--- config.mk ---
export PLATFORM = sky130hd
export DESIGN_NAME = controle_paridade
export DESIGN_NICKNAME = d
export VERILOG_FILES = /design/src/rtl/controle_paridade_pkg.sv /design/src/rtl/bitparidade.sv /design/src/rtl/controle_paridade.sv
export SDC_FILE = /design/constraint.sdc
export NUM_CORES = 1
export LEC_CHECK = 0
export ABC_AREA = 1
export CORE_MARGIN = 2
export CORE_UTILIZATION = 50
export CTS_BUF_LIST = sky130_fd_sc_hd__clkbuf_8
export DETAILED_ROUTE_END_ITERATION = 8
export PLACE_DENSITY_LB_ADDON = 0.15
export SETUP_SLACK_MARGIN = 0.4
export SLEW_MARGIN = 15
export SYNTH_ARGS = -nofsm -noshare
export SYNTH_HDL_FRONTEND = slang
export SYNTH_SLANG_ARGS = --single-unit
--- constraint.sdc ---
create_clock -name clk -period 1.8 [get_ports clk]
set_input_delay 0.36 -clock clk [delete_from_list [all_inputs] [get_ports clk]]
set_output_delay 0.36 -clock clk [all_outputs]
set_load 0.05 [all_outputs]
--- src/rtl/controle_paridade_pkg.sv ---
// Shared definitions for the parity-checked serial receiver.
// Holds the FSM state encoding, the frame constants and the default width
// of the parity-error counter.
package controle_paridade_pkg;

    typedef enum logic [1:0] {
        OCIOSO   = 2'd0,
        DADOS    = 2'd1,
        PARIDADE = 2'd2,
        ENTREGA  = 2'd3
    } estado_t;

    localparam int unsigned N_DADOS             = 5;
    localparam logic        START_BIT           = 1'b0;
    localparam int unsigned LARGURA_CONT_PADRAO = 8;

endpackage

--- src/rtl/bitparidade.sv ---
// Even-parity checker for a 5-bit word plus its parity bit.
// Ports:
//   B1..B5      : data bits
//   bitparidade : received parity bit
//   saida       : 1 when bitparidade equals B1^B2^B3^B4^B5
module bitparidade (
    input  logic B1,
    input  logic B2,
    input  logic B3,
    input  logic B4,
    input  logic B5,
    input  logic bitparidade,
    output logic saida
);

    assign saida = ~(B1 ^ B2 ^ B3 ^ B4 ^ B5 ^ bitparidade);

endmodule

--- src/rtl/controle_paridade.sv ---
// Serial receiver for frames of: start bit 0, B1..B5, even parity bit.
// The received word is presented with a valid/ready handshake and frames
// whose parity bit mismatches are counted (saturating counter).
// Ports:
//   clk, rst_n            : clock, asynchronous active-low reset
//   serial_in             : serial line bit
//   serial_valido         : serial_in valid this cycle
//   serial_pronto         : block accepts a serial bit this cycle
//   dado                  : received word, dado[0]=B1 .. dado[4]=B5
//   dado_valido           : dado and erro_paridade valid
//   dado_pronto           : consumer accepts dado
//   erro_paridade         : received parity bit mismatched
//   limpar                : synchronous clear of cont_erros (wins over increment)
//   cont_erros            : number of frames delivered with a parity error
module controle_paridade
    import controle_paridade_pkg::*;
#(
    parameter int unsigned LARGURA_CONT = LARGURA_CONT_PADRAO
) (
    input  logic                    clk,
    input  logic                    rst_n,
    input  logic                    serial_in,
    input  logic                    serial_valido,
    output logic                    serial_pronto,
    output logic [N_DADOS-1:0]      dado,
    output logic                    dado_valido,
    input  logic                    dado_pronto,
    output logic                    erro_paridade,
    input  logic                    limpar,
    output logic [LARGURA_CONT-1:0] cont_erros
);

    localparam logic [2:0] IDX_ULTIMO = 3'(N_DADOS - 1);

    estado_t                 estado_q;
    logic [2:0]              idx_q;
    logic [N_DADOS-1:0]      dado_q;
    logic                    valido_q;
    logic                    erro_q;
    logic [LARGURA_CONT-1:0] cont_q;
    logic [LARGURA_CONT-1:0] cont_d;

    logic batida;
    logic saida_chk;
    logic incrementa;

    assign serial_pronto = (estado_q != ENTREGA);
    assign batida        = serial_valido & serial_pronto;

    // The checker sees the stored word and the live serial bit, so its
    // result is only meaningful on the parity beat.
    bitparidade u_chk (
        .B1          (dado_q[0]),
        .B2          (dado_q[1]),
        .B3          (dado_q[2]),
        .B4          (dado_q[3]),
        .B5          (dado_q[4]),
        .bitparidade (serial_in),
        .saida       (saida_chk)
    );

    assign incrementa = batida && (estado_q == PARIDADE) && !saida_chk;

    always_comb begin
        cont_d = cont_q;
        if (limpar) begin
            cont_d = '0;
        end else if (incrementa && (cont_q != '1)) begin
            cont_d = cont_q + LARGURA_CONT'(1);
        end
    end

    always_ff @(posedge clk or negedge rst_n) begin
        if (!rst_n) begin
            estado_q <= OCIOSO;
            idx_q    <= '0;
            dado_q   <= '0;
            valido_q <= 1'b0;
            erro_q   <= 1'b0;
            cont_q   <= '0;
        end else begin
            cont_q <= cont_d;
            case (estado_q)
                OCIOSO: begin
                    // Idle-line ones are simply dropped.
                    if (batida && (serial_in == START_BIT)) begin
                        estado_q <= DADOS;
                        idx_q    <= '0;
                    end
                end
                DADOS: begin
                    if (batida) begin
                        dado_q[idx_q] <= serial_in;
                        idx_q         <= idx_q + 3'd1;
                        if (idx_q == IDX_ULTIMO) begin
                            estado_q <= PARIDADE;
                        end
                    end
                end
                PARIDADE: begin
                    if (batida) begin
                        erro_q   <= ~saida_chk;
                        valido_q <= 1'b1;
                        estado_q <= ENTREGA;
                    end
                end
                ENTREGA: begin
                    if (dado_pronto) begin
                        valido_q <= 1'b0;
                        estado_q <= OCIOSO;
                    end
                end
                default: estado_q <= OCIOSO;
            endcase
        end
    end

    assign dado          = dado_q;
    assign dado_valido   = valido_q;
    assign erro_paridade = erro_q;
    assign cont_erros    = cont_q;

endmodule

# Word level (Yosys, flattened, before mapping)
# Cells that the tools add are included.
dict set report word_totals {
  in_bits 6
  wordCells 59
  register_bits 20
}
dict set report classes {
  muxes 17
  addsub 2
  bitwise 7
  magnitude_cmp 2
  n_eq_ne 11
  n_reduce_logical 14
}
# cell n
set ops {}
lappend ops {{$mux 8} 2}
lappend ops {{$ne 2x2->1 const B} 6}
lappend ops {{$mux 2} 5}
lappend ops {{$add 8x1->8 const B} 1}
lappend ops {{$ne 8x8->1 const B} 1}
lappend ops {{$pmux 2 s4} 1}
lappend ops {{$mux 3} 2}
lappend ops {{$pmux 3 s2} 1}
lappend ops {{$reduce_and 3->1} 2}
lappend ops {{$reduce_bool 2->1} 3}
lappend ops {{$bwmux 5} 1}
lappend ops {{$logic_and 1x1->1} 5}
lappend ops {{$reduce_and 5->1} 1}
lappend ops {{$xor 1x1->1} 5}
lappend ops {{$eq 2x2->1 const B} 2}
lappend ops {{$lt 3x4->1 const B} 1}
lappend ops {{$reduce_and 2->1} 2}
lappend ops {{$add 3x1->3 const B} 1}
lappend ops {{$demux 1 s3} 1}
lappend ops {{$eq 3x3->1 const B} 1}
lappend ops {{$ge 3x1->1 const B} 1}
lappend ops {{$mux 1} 3}
lappend ops {{$eq 2x1->1 const B} 1}
lappend ops {{$logic_not 2->1} 1}
lappend ops {{3 further kinds} 3}

# Logic depth before layout (Yosys ltp)
dict set report depth {
  word_depth 9
  depth_mapped 11
  depth_no_buf 11
}

# By module
# Synthesis repeated with hierarchy kept, for this count alone.
dict set report hier_totals {
  hier_cells 178
  hier_area_um2 1283.7
}
# module cells_per_inst instances area_per_inst_um2 seq_area_each_um2
set modules_own_cells {}
lappend modules_own_cells {controle_paridade 152 1 1171.1 500.5}
lappend modules_own_cells {bitparidade 26 1 112.6 0.0}

# Worst setup path after synthesis
# OpenSTA, ideal clock, no wires.
dict set report synth_path {
  path_kind {register -> register}
  start {register cont_q[0], in the netlist cont_erros[0]}
  end {register cont_q[0], in the netlist cont_erros[0]}
  n_path_buf 0
  required_time_ns 1.681
  setup_ns 0.119
  slack_ns 0.051
  path_stages_with_launch 9
  period_less_slack_ns 1.749
  t_arrival_ns 1.631
  cell_sequence {dfrtp_1 ha_1 nand3_1 nor2_2 nand3_2 nand3_4 nand2_4 nand2_1 nand2_1}
}
dict set report synth_between {
  elab_chain_len 3
  word_cells_on_any_way 6
  cone_classes {1 x add/sub; 1 x eq/ne; 2 x mux; 2 x reduce/logical}
}
# element line_no
set synth_lines {}
lappend synth_lines {{from (decl)} controle_paridade.sv:40} ;# logic [LARGURA_CONT-1:0] cont_q;
lappend synth_lines {{from (signal assigned)} controle_paridade.sv:82} ;# cont_q <= cont_d;
lappend synth_lines {{$add 8x1->8 / $ne 8x8->1 (equally long branches)} {controle_paridade.sv:69, controle_paridade.sv:68}}
lappend synth_lines {{$mux 8 / $logic_and 1x1->1 (equally long branches)} controle_paridade.sv:68} ;# end else if (incrementa && (cont_q != '1)) begin
lappend synth_lines {{$mux 8 / $reduce_bool 2->1 (equally long branches)} n/a}
# Several ways; a longest one is shown, not always the timed one. The select of a mux whose other input is x is not followed.
# A chain may end at the register's enable or synchronous reset.

# Worst setup path in the final report
dict set report layout_path {
  start {register estado_q[0]}
  end {output port serial_pronto}
}
dict set report layout_between {
  elab_chain_len 1
}
# element line_no
set layout_lines {}
lappend layout_lines {{from (decl)} controle_paridade.sv:35} ;# estado_t estado_q;
lappend layout_lines {{from (signal assigned)} controle_paridade.sv:75} ;# estado_q <= OCIOSO;
lappend layout_lines {{from (signal assigned)} controle_paridade.sv:87} ;# estado_q <= DADOS;
lappend layout_lines {{from (signal assigned)} controle_paridade.sv:96} ;# estado_q <= PARIDADE;
lappend layout_lines {{$ne 2x2->1} controle_paridade.sv:47} ;# assign serial_pronto = (estado_q != ENTREGA);
lappend layout_lines {{to (decl)} controle_paridade.sv:24} ;# output logic serial_pronto,
# No other way between the ends.

==> flow_summary.toml <==
[status]
outcome = "complete, no violations"

[sta]
fin_setup_tns_ps = 0
hold_viol = 0
hold_slack_ps = 432
period_share_pct = 84.1
clock.fmax_mhz = 661
relSlewSlack_pct = 77.6
worstMarginPinSlew_ps = 334
fin_ws_ps = 287
finClkSkew_ps = 10.4
period_needed_ps = 1510
rsz0062_at_grt = "true"
setup_viol = 0
drv_slew = 0

[synthesis]
synth.area.top_cells = "dfrtp_1, nand2_1, ha_1, nand3_1, inv_1"
syn-num-nets = 188
seq_area_frac_synth_pct = 38.6
synth_top_area_share_pct = 38.6
synth.most_common_cell = "nand2_1"
netlist_area_um2 = 1300
ys_seq_elements = 20
synth.distinct_cells = 25
yosys_warnings = 0
synth_commonest_cells = "nand2_1, dfrtp_1, inv_1, nand3_1"
synth_edf_count = 0
synth_area_leader_cell = "dfrtp_1"
syn_avg_cell_area_um2 = 7.46
ys.flop_type = "dfrtp_1"
async_flop_share_pct = 100
syn_inst = 174

[die]
row_count = 18
core_um2 = 2480
initial_utilization_pct = 52.4
die-area_um2 = 3020
die_h_um = 54.9
ios = 22
die_x_um = 54.9

[worst_setup_path]
cp_num_buf_inv = 2
path_depth = 3
crit_fanout = 4
rr_startpoint = "estado_q[1]"
path_class = "flip-flop to primary output"
cpPeakStageDelay_ps = 420
cpMaxStageDelayCell = "dfrtp_2"
required_ps = 1440
worst_setup_path_start_kind = "flip-flop"
crit_chain = "ha_4 -> clkinvlp_4 -> buf_12"
reg2reg_depth = 10
cpLargestDelayFamily = "flip-flops"
cp-startpoint = "estado_q[0]"
arrival_ps = 1150
endpoint_kind = "primary output"

[drt]
drt-pass1-iter-count = 4
vias = 1254
detail-route-antenna-nets = 0
drtIter0Drc = 23
wl_per_cell_um = 12.8
drt-total-wl_mm = 3.05
drcViolationCount = 0
vias_per_cell = 5.27

[run]
maxCapViolCount = 0

[power]
ir_drop_uv = 1270
powerDensity_nw_per_um2 = 1640
fin_total_pwr_uw = 3010
p_leak_uw = 0.000891

[placed_design]
portBuffers = 21
place_area_um2 = 1530
place_congestion = 0.827
hpwl_mm = 2.01
dp_slack_ps = -26.1

[grt]
first_global_vias = 1055
grt_max_degree = 21
grt_overflow = 0
track_usage_pct = 21.3
grt_pass1_wl_mm = 4.58
antenna_found_initial = 0

[finish]
drive_gt1_share_pct = 38.0
syn2layout_area_growth_pct = 41.4
nNetsFinal = 223
design_area_um2 = 1830
antenna_cells = 0

[cts]
h-tree-depth = 1
clockBufferDepth = 2
cts_buffers = 3
cts_tree = "yes"
clkTransAtPathRegs_ps = 80
cts_hold_buf = 0
cts-root-buf = "clkbuf_8"
worst_skew_pair.late_latency_ps = 270
cts.sinks = 20

[hold_path]
hold_class = "input port to asynchronous set/reset pin"
-- final cells by class --
| class | count | area [um2] |
|---|---|---|
| clock inverters | 1 | 30.0 |
| repair buffers | 35 | 299 |
| clock buffers | 3 | 41.3 |
| inverters | 22 | 93.8 |
| well taps | 30 | 37.5 |
| flip-flops and latches | 20 | 509 |
| fillers | 189 | 643 |
| multi-input cells | 127 | 823 |
-- routing by layer --
layer,vias to the layer above,GRT usage (%),routed length [um],part of all wire (%)
li1,625,-,-,-
met1,603,25.5,1370,45
met2,22,37.9,1540,50
met3,4,5.91,116,3.8
met4,0,4.88,25,0.82
met5,-,0,0,0
-- state kept, by name (all words and copies together), names as in the netlist --
name           count
cont_erros         8
dado               5
idx_q              3
estado_q           2
dado_valido        1
erro_paridade      1
-- placed cells by master (no fill, tap or decap), types with 2 or more instances in the layout --
| cell | netlist | final |
|---|---|---|
| xor2_1 | 2 | 2 |
| nor2_1 | 12 | 10 |
| o21ai_2 | 0 | 2 |
| a21oi_2 | 0 | 2 |
| nand2_2 | 2 | 11 |
| nand2_4 | 1 | 3 |
| inv_4 | 0 | 3 |
| buf_4 | 5 | 28 |
| clkbuf_8 | 0 | 3 |
| nor2_4 | 0 | 2 |
| o21ai_1 | 0 | 5 |
| nand3_1 | 19 | 18 |
| xnor2_1 | 3 | 3 |
| nand4_1 | 3 | 3 |
| o21ai_0 | 12 | 5 |
| clkdlybuf4s50_1 | 0 | 4 |
| nand2_1 | 53 | 41 |
| nand3_2 | 1 | 3 |
| inv_2 | 2 | 3 |
| dfrtp_1 | 20 | 13 |
| buf_12 | 0 | 2 |
| ha_4 | 0 | 4 |
| inv_1 | 19 | 14 |
| ha_1 | 8 | 3 |
| dfrtp_2 | 0 | 7 |
-- final timing paths --
| check | slack (ps) | to |
|---|---|---|
| max | 290 | serial_pronto |
| min | 430 | dado[2] |
| max reg2reg | 300 | estado_q[0] |
| min reg2reg | 490 | erro_paridade |
| max in group asynchronous | 1120 | estado_q[0] |
| min in group clk | 490 | erro_paridade |
-- worst register-to-register path: stages (launching register included) --
cell and delay, ps:
dfrtp_2 450, ha_4 190, clkinvlp_4 110, nand2_4 80
inv_4 70, o21ai_2 60, o21ai_1 70, o211ai_1 90
buf_4 170, nand2_2 60, o21ai_2 50
-- power breakdown --
group	internal (uW)	switching, uW	leakage [uW]	total (uW)
Combinational	692	1100	0.000604	1790
Clock	297	160	0.0000357	457
Sequential	593	169	0.000251	761
Total	1580	1430	0.000891	3010
-- metrics by stage --
step,instances,utilization (%)
floorplan,174,-
global placement,221,61.8
detailed placement,221,61.8
CTS,231,68.2
global route,238,74.0
finish,238,74.0
-- cell families after synthesis --
| group | Yosys count | share of synthesized area [%] |
|---|---|---|
| buf+inv | 28 | 9.64 |
| flops | 20 | 38.6 |
| xor+xnor | 5 | 3.38 |
| fa+ha+maj | 8 | 7.71 |
| mux | 1 | 0.771 |
| compound gates | 17 | 6.94 |
| simple gates | 95 | 33.0 |
-- what timing repair did --
action,CTS,global route
pin swaps,3,7
setup endpoints to repair,19,20
resized for setup,8,30
cloned,1,0
buffers inserted,5,7
(Power assumes the default switching activity.)
